--- src/rtl/uart_tx_arbiter.sv ---
// rtl/uart_tx_arbiter.sv - round-robin arbiter sharing one byte-wide UART transmitter
// Optional ISSUE-state timeout enabled by defining UART_ARB_TIMEOUT_EN.
module uart_tx_arbiter #(
    parameter int N_REQ   = 4,
    parameter int GNT_W   = 2,
    parameter int TIMEOUT = 64
) (
    input  logic               clock,
    input  logic               reset_n,
    input  logic [N_REQ-1:0]   req,
    input  logic [8*N_REQ-1:0] req_data,
    output logic [N_REQ-1:0]   req_ack,
    output logic               uart_send,
    output logic [7:0]         uart_data,
    input  logic               uart_done,
    output logic               grant_valid,
    output logic [GNT_W-1:0]   grant_id,
    output logic               timeout_err
);
    typedef enum logic [1:0] {
        IDLE  = 2'd0,
        ISSUE = 2'd1,
        DRAIN = 2'd2
    } state_t;

    localparam logic [GNT_W-1:0] LAST_RST = GNT_W'(N_REQ - 1);
    localparam logic [GNT_W:0]   N_WRAP   = (GNT_W + 1)'(N_REQ);

    state_t             state_q, state_d;
    logic [N_REQ-1:0]   req_q;
    logic [N_REQ-1:0]   req_ack_q, req_ack_d;
    logic               uart_send_q, uart_send_d;
    logic [7:0]         uart_data_q, uart_data_d;
    logic               grant_valid_q, grant_valid_d;
    logic [GNT_W-1:0]   grant_id_q, grant_id_d;
    logic [GNT_W-1:0]   last_grant_q, last_grant_d;
    logic [GNT_W-1:0]   winner;
    logic [GNT_W:0]     idx;
    logic               found;
`ifdef UART_ARB_TIMEOUT_EN
    localparam int CNT_W = $clog2(TIMEOUT + 1);
    logic [CNT_W-1:0]   cnt_q, cnt_d;
    logic               timeout_err_q, timeout_err_d;
`endif

    // Scan from farthest to nearest so the requester closest after last_grant wins.
    always_comb begin
        winner = '0;
        found  = 1'b0;
        idx    = '0;
        for (int k = N_REQ; k >= 1; k--) begin
            idx = {1'b0, last_grant_q} + (GNT_W + 1)'(k);
            if (idx >= N_WRAP) idx = idx - N_WRAP;
            if (req_q[idx[GNT_W-1:0]]) begin
                winner = idx[GNT_W-1:0];
                found  = 1'b1;
            end
        end
    end

    always_comb begin
        state_d       = state_q;
        uart_send_d   = uart_send_q;
        uart_data_d   = uart_data_q;
        grant_valid_d = grant_valid_q;
        grant_id_d    = grant_id_q;
        last_grant_d  = last_grant_q;
        req_ack_d     = '0;
`ifdef UART_ARB_TIMEOUT_EN
        cnt_d         = cnt_q;
        timeout_err_d = 1'b0;
`endif
        case (state_q)
            IDLE: begin
                if (found && uart_done) begin
                    uart_data_d   = req_data[8*winner +: 8];
                    grant_id_d    = winner;
                    grant_valid_d = 1'b1;
                    uart_send_d   = 1'b1;
                    state_d       = ISSUE;
`ifdef UART_ARB_TIMEOUT_EN
                    cnt_d         = '0;
`endif
                end
            end
            ISSUE: begin
`ifdef UART_ARB_TIMEOUT_EN
                cnt_d = cnt_q + 1'b1;
`endif
                if (!uart_done) begin
                    uart_send_d  = 1'b0;
                    req_ack_d    = N_REQ'(1) << grant_id_q;
                    last_grant_d = grant_id_q;
                    state_d      = DRAIN;
                end
`ifdef UART_ARB_TIMEOUT_EN
                else if (cnt_q == CNT_W'(TIMEOUT - 1)) begin
                    uart_send_d   = 1'b0;
                    timeout_err_d = 1'b1;
                    last_grant_d  = grant_id_q;
                    grant_valid_d = 1'b0;
                    state_d       = IDLE;
                end
`endif
            end
            DRAIN: begin
                if (uart_done) begin
                    grant_valid_d = 1'b0;
                    state_d       = IDLE;
                end
            end
            default: begin
                state_d       = IDLE;
                uart_send_d   = 1'b0;
                uart_data_d   = '0;
                grant_valid_d = 1'b0;
                grant_id_d    = '0;
                last_grant_d  = LAST_RST;
            end
        endcase
    end

    always_ff @(posedge clock or negedge reset_n) begin
        if (!reset_n) begin
            state_q       <= IDLE;
            req_q         <= '0;
            req_ack_q     <= '0;
            uart_send_q   <= 1'b0;
            uart_data_q   <= '0;
            grant_valid_q <= 1'b0;
            grant_id_q    <= '0;
            last_grant_q  <= LAST_RST;
`ifdef UART_ARB_TIMEOUT_EN
            cnt_q         <= '0;
            timeout_err_q <= 1'b0;
`endif
        end else begin
            state_q       <= state_d;
            req_q         <= req;
            req_ack_q     <= req_ack_d;
            uart_send_q   <= uart_send_d;
            uart_data_q   <= uart_data_d;
            grant_valid_q <= grant_valid_d;
            grant_id_q    <= grant_id_d;
            last_grant_q  <= last_grant_d;
`ifdef UART_ARB_TIMEOUT_EN
            cnt_q         <= cnt_d;
            timeout_err_q <= timeout_err_d;
`endif
        end
    end

    assign req_ack     = req_ack_q;
    assign uart_send   = uart_send_q;
    assign uart_data   = uart_data_q;
    assign grant_valid = grant_valid_q;
    assign grant_id    = grant_id_q;
`ifdef UART_ARB_TIMEOUT_EN
    assign timeout_err = timeout_err_q;
`else
    assign timeout_err = 1'b0;
`endif

endmodule

--- config.mk ---
export PLATFORM = sky130hd
export DESIGN_NAME = uart_tx_arbiter
export DESIGN_NICKNAME = d
export VERILOG_FILES = /design/src/rtl/uart_tx_arbiter.sv
export SDC_FILE = /design/constraint.sdc
export NUM_CORES = 1
export LEC_CHECK = 0
export ABC_CLOCK_PERIOD_IN_PS = 2200
export BUFFER_PORTS_ARGS = -buffer_cell sky130_fd_sc_hd__clkbuf_2
export CORE_ASPECT_RATIO = 0.6
export CORE_MARGIN = 1
export CORE_UTILIZATION = 35
export DETAILED_ROUTE_END_ITERATION = 16
export PLACE_DENSITY_LB_ADDON = 0.25
export SKIP_LAST_GASP = 1
export SLEW_MARGIN = 20
export SYNTH_ARGS = -nofsm -noshare
export SYNTH_HDL_FRONTEND = slang
export SYNTH_SLANG_ARGS = --single-unit
--- constraint.sdc ---
create_clock -name clock -period 2.2 [get_ports clock]
set_input_delay 0.44 -clock clock [delete_from_list [all_inputs] [get_ports clock]]
set_output_delay 0.44 -clock clock [all_outputs]
set_load 0.005 [all_outputs]
# Word-level counts from Yosys, hierarchy flattened
# Cells that the tools add are included.
[word_totals] register_bits=24 in_bits=39 out_inout_bits=17 word_cells=81
[classes] n_addsub=8 order_cmp=8 n_eq_ne=5 shift=2 n_mux=37 bitwise=4 n_reduce_logical=9
[op_table] cell="32-bit by 6-bit indexed part select with 8-bit output" n=1
[op_table] cell="2-bit two-way mux" n=13
[op_table] cell="8-bit one-hot mux with 2 select lines" n=1
[op_table] cell="3-bit greater-or-equal comparator (second input constant)" n=4
[op_table] cell="2-bit by 3-bit < comparator with 1-bit output (second input constant)" n=4
[op_table] cell="1-bit two-way mux" n=11
[op_table] cell="3-bit AND reduction" n=3
[op_table] cell="1-bit binary-select mux with 2-bit select" n=4
[op_table] cell="4-bit two-way mux" n=2
[op_table] cell="8-bit two-way mux" n=1
[op_table] cell="2-bit one-hot mux with 2 select lines" n=2
[op_table] cell="2-bit by 1-bit subtractor with 2-bit output (second input constant)" n=4
[op_table] cell="2-bit by 2-bit adder with 3-bit output (second input constant)" n=2
[op_table] cell="2-bit != test (second input constant)" n=3
[op_table] cell="1-bit one-hot mux with 3 select lines" n=2
[op_table] cell="2-bit one-hot mux with 3 select lines" n=1
[op_table] cell="1-bit NOT" n=4
[op_table] cell="2-bit AND reduction" n=2
[op_table] cell="2-bit OR reduction" n=2
[op_table] cell="1-bit by 2-bit << shifter with 4-bit output (first input constant)" n=1
[op_table] cell="2-bit by 1-bit adder with 3-bit output (second input constant)" n=1
[op_table] cell="2-bit by 3-bit adder with 3-bit output (second input constant)" n=1
[op_table] cell="2-bit by 1-bit equality test with 1-bit output (second input constant)" n=1
[op_table] cell="2-bit equality test (second input constant)" n=1
[op_table] cell="2 further kinds" n=2

# Longest topological paths before layout
[logic_depth] depth_word=12 mapped_depth=7 depth_no_buf=6

# Worst setup path after synthesis
# Ideal clock, no wire load.
[synth_path] path_kind="reg-to-reg" startpoint="register last_grant_q[1]" endpoint="register uart_data_q[1], in the netlist uart_data[1]" setup_time_ns=0.141 t_arrival_ns=1.599 required_time_ns=2.059 setup_slack_ns=0.460 path_stages_with_launch=7 n_path_buf=1 period_less_slack_ns=1.740 cell_sequence="dfstp_2 -> nand2_1 -> a22o_1 -> a21oi_4 -> buf_12 -> mux2i_1 -> o221ai_1"
[synth_between] elab_chain_len=12 word_cells_on_any_way=38 classes_between="8 x add/sub; 4 x order compare; 1 x eq/ne; 1 x shift; 22 x mux; 2 x reduce/logical"
[synth_lines] item="start, declared" line="36" text="logic [GNT_W-1:0] last_grant_q, last_grant_d;"
[synth_lines] item="start signal, assigned" line="145" text="last_grant_q <= last_grant_d;"
[synth_lines] item="2-bit by 3-bit adder with 3-bit output" line="52" text="idx = {1'b0, last_grant_q} + (GNT_W + 1)'(k);"
[synth_lines] item="3-bit greater-or-equal comparator or 2-bit by 1-bit subtractor with 2-bit output (tied branches)" line="53" text="if (idx >= N_WRAP) idx = idx - N_WRAP;"
[synth_lines] item="2-bit two-way mux" line="53"
[synth_lines] item="1-bit binary-select mux with 2-bit select" line="54" text="if (req_q[idx[GNT_W-1:0]]) begin"
[synth_lines] item="1-bit two-way mux (not written as such)" line="54"
[synth_lines] item="2-bit two-way mux or 1-bit two-way mux (tied branches) (4 in series)" line="54"
[synth_lines] item="32-bit by 6-bit indexed part select with 8-bit output or 1-bit logical AND (tied branches)" line="76, 75"
[synth_lines] item="8-bit two-way mux or 2-bit != test (tied branches)"
[synth_lines] item="8-bit one-hot mux with 2 select lines or 2-bit AND reduction (tied branches)"
[synth_lines] item="end signal, assigned" line="142" text="uart_data_q <= uart_data_d;"
[synth_lines] item="end, declared" line="33" text="logic [7:0] uart_data_q, uart_data_d;"
# Parallel ways exist; a longest one is shown, timed or not. The select of a mux whose other input is x is not followed.
# A chain may end at the register's enable or synchronous reset.

# Worst setup path in the final report
[layout_path] startpoint="register last_grant_q[1]" endpoint="register uart_data_q[3], in the netlist uart_data[3]"
# The elaborated chain is that of the path after synthesis.

==> impl_metrics.ini <==
[final_layout]
area_delta_synth_final_pct = 28.1
final_area_mm2 = 0.00160
seq_area_um2 = 603
drive_above_1_share = 0.370
instances_no_fill = 218
multiInputGateArea_um2 = 579
fill_cells = 318
final_nets = 216
diodes = 0

[hold_path]
hold_class = primary input to async pin

[global_routing]
grt_pass1_wl_um = 4220
grtUsageMet2 = 0.247
grt.busiest_layer = met2
antenna_found_initial = 0
grtUsageTotal = 0.151
grt_max_degree = 25
grt_util_met3 = 0.0393
grt-ovfl-total = 0
grt_pass1_vias = 904
grt_use_met1 = 0.195

[route]
wl_per_cell_um = 12.8
finalWirelength_um = 2800
via_per_inst = 5.00
drtIter0Drc = 38
drtPass1Iterations = 4
via_count = 1091
ant_nets = 0
drc = 0

[worst_setup_path]
path_class = register to register
r2r_slack_ns = 0.32
reg2reg_to = uart_data[3]
ff2ff_path_depth = 6
endpoint_kind = register
path_cells = mux2i_1 > o21ai_1 > a21oi_4 > buf_4 > mux2i_1 > o221ai_1
critPathArrivalTime_ns = 2.02
cp_common_cell = mux2i_1
slowest_stage = dfstp_2
cp-start-kind = register
path_max_fanout = 16
critPathMaxStageDelay_ns = 0.59
r2r_start = last_grant_q[1]
critPathRequiredTime_ns = 2.34

[synth]
ys_ff_latch = 24
syn_area_per_cell_um2 = 10.5
synth-edff-count = 0
netlist_area_mm2 = 0.00125
ys.warnings.count = 0
ys_types = 29
synth_ff_type = dfrtp_1
seq_area_frac_synth = 0.482
synthCells = 119
synth_async_sr_flop_share = 1.00
synth.net_count = 161

[die]
dieArea_mm2 = 0.00382
fp-row-count = 16
die_x_um = 79.2
core_mm2 = 0.00332
die_y_um = 48.3
start_util = 0.376
num_io_pins = 56

[cts]
post_cts_buffers = 0
cts.root.buffer_cell = clkbuf_8
clock_sinks = 24
cts.path.max_buffers = 2
htree_levels = 1
cts_tree = built
path_clk_slew_ns = 0.08
cts-buffers-inserted = 3
clock_latency_ns = 0.27
holdBufCountCts = 0
ctsResizeCount = 0

[timing]
slew_viol_final = 0
rsz0062_at_grt = false
slew_headroom = 0.606
fmax_ghz = 0.531
hold_viol = 0
final-setup-viol-count = 0
tns_ns = 0
tightest_slew_ns = 0.591
period_minus_slack_ns = 1.88
period_share = 0.856
worst_clock_skew_ns = 0.00164

[power_and_ir_drop]
p_leak_nw = 0.847
peakVddDrop_mv = 0.380
p_total_mw = 1.61
power_density_mw_per_mm2 = 1000

[status]
status = finished clean

[place]
place_hpwl_um = 2120
place_area_mm2 = 0.00155
port-buffer-count = 54
routabilityCongestion = 0.756
dp_cells = 214

[job]
max-cap-violations = 0
routing by layer:
metal,wire length (um),vias to the layer above
li1,-,534
met1,1310,514
met4,35,0
met5,0,-
met3,140,5
met2,1320,38
critical path, delay by kind of cell (launching register included):
family          cells  cell delay (ns)
compound gates      3             0.38
buf+inv             1             0.29
mux                 2             0.47
flops               1             0.59
cells by family (layout without fill, tap and decap cells):
logic type	Yosys count	in the layout	synth area share
buffers and inverters	12	66	0.0541
AND/OR/NAND/NOR	33	33	0.115
adder cells (fa/ha/maj)	3	3	0.0300
multiplexers	17	17	0.136
AO/OA/AOI/OAI	29	29	0.179
other	1	1	0.00300
flip-flops	24	24	0.482
cell usage in the layout (no fill, tap or decap), types with 2 or more instances in the layout:
master	instances
a211oi_1	3
a21oi_1	5
a22o_1	2
buf_4	2
clkbuf_2	54
clkbuf_8	4
dfrtp_1	22
dfstp_2	2
ha_1	3
inv_1	6
mux2i_1	17
nand2_1	14
nand2b_1	2
nand3b_1	2
nor2_1	10
nor3_1	3
o21ai_0	4
o221ai_1	8
cell usage after synthesis (all sizes together), types with 3 or more instances:
| master | count | share of area |
|---|---|---|
| buf | 4 | 0.030 |
| a21oi | 6 | 0.033 |
| ha | 3 | 0.030 |
| o221ai | 8 | 0.056 |
| o21ai | 5 | 0.020 |
| nand2 | 14 | 0.042 |
| nor2 | 10 | 0.030 |
| mux2i | 17 | 0.14 |
| nor3 | 3 | 0.012 |
| dfrtp | 22 | 0.44 |
| a211oi | 3 | 0.018 |
| inv | 6 | 0.018 |
metrics by stage:
step                      worst slack (ns)  hold WS (ns)  utilization
after floorplan                      0.460         0.144            -
after global routing                 0.151         0.205        0.482
final                                0.318         0.154        0.482
after CTS                            0.341         0.178        0.482
after detailed placement             0.343         0.480        0.465
after global placement               0.395         0.473        0.465
final cells by class:
| type | instances | share of cell area |
|---|---|---|
| timing repair buffer | 56 | 0.178 |
| sequential | 24 | 0.377 |
| inverter | 6 | 0.0141 |
| tap | 45 | 0.0352 |
| clock buffer | 4 | 0.0344 |
| multi-input combinational | 83 | 0.362 |
registers in the layout (all words and copies together) (netlist names):
signal,flops
grant_id,2
grant_valid,1
last_grant_q,2
req_ack,4
req_q,4
state_q,2
uart_data,8
uart_send,1
worst max path at each step:
stage,start,end,slack (ns),cells past startpoint
after detailed placement,last_grant_q[1],uart_data[3],0.34,6
after global routing,req_q[1],uart_data[1],0.15,5
final,last_grant_q[1],uart_data[3],0.32,6
after floorplan,last_grant_q[1],uart_data[1],0.46,6
after global placement,req_q[1],uart_data[6],0.40,5
after CTS,last_grant_q[1],uart_data[6],0.34,6
power by group:
part / total (mW) / internal, mW / switching, mW
clock network: 0.303 / 0.160 / 0.143
registers: 0.646 / 0.562 / 0.0835
logic: 0.656 / 0.293 / 0.363
total: 1.61 / 1.02 / 0.590
No activity file was read; power rests on OpenSTA's default activity.
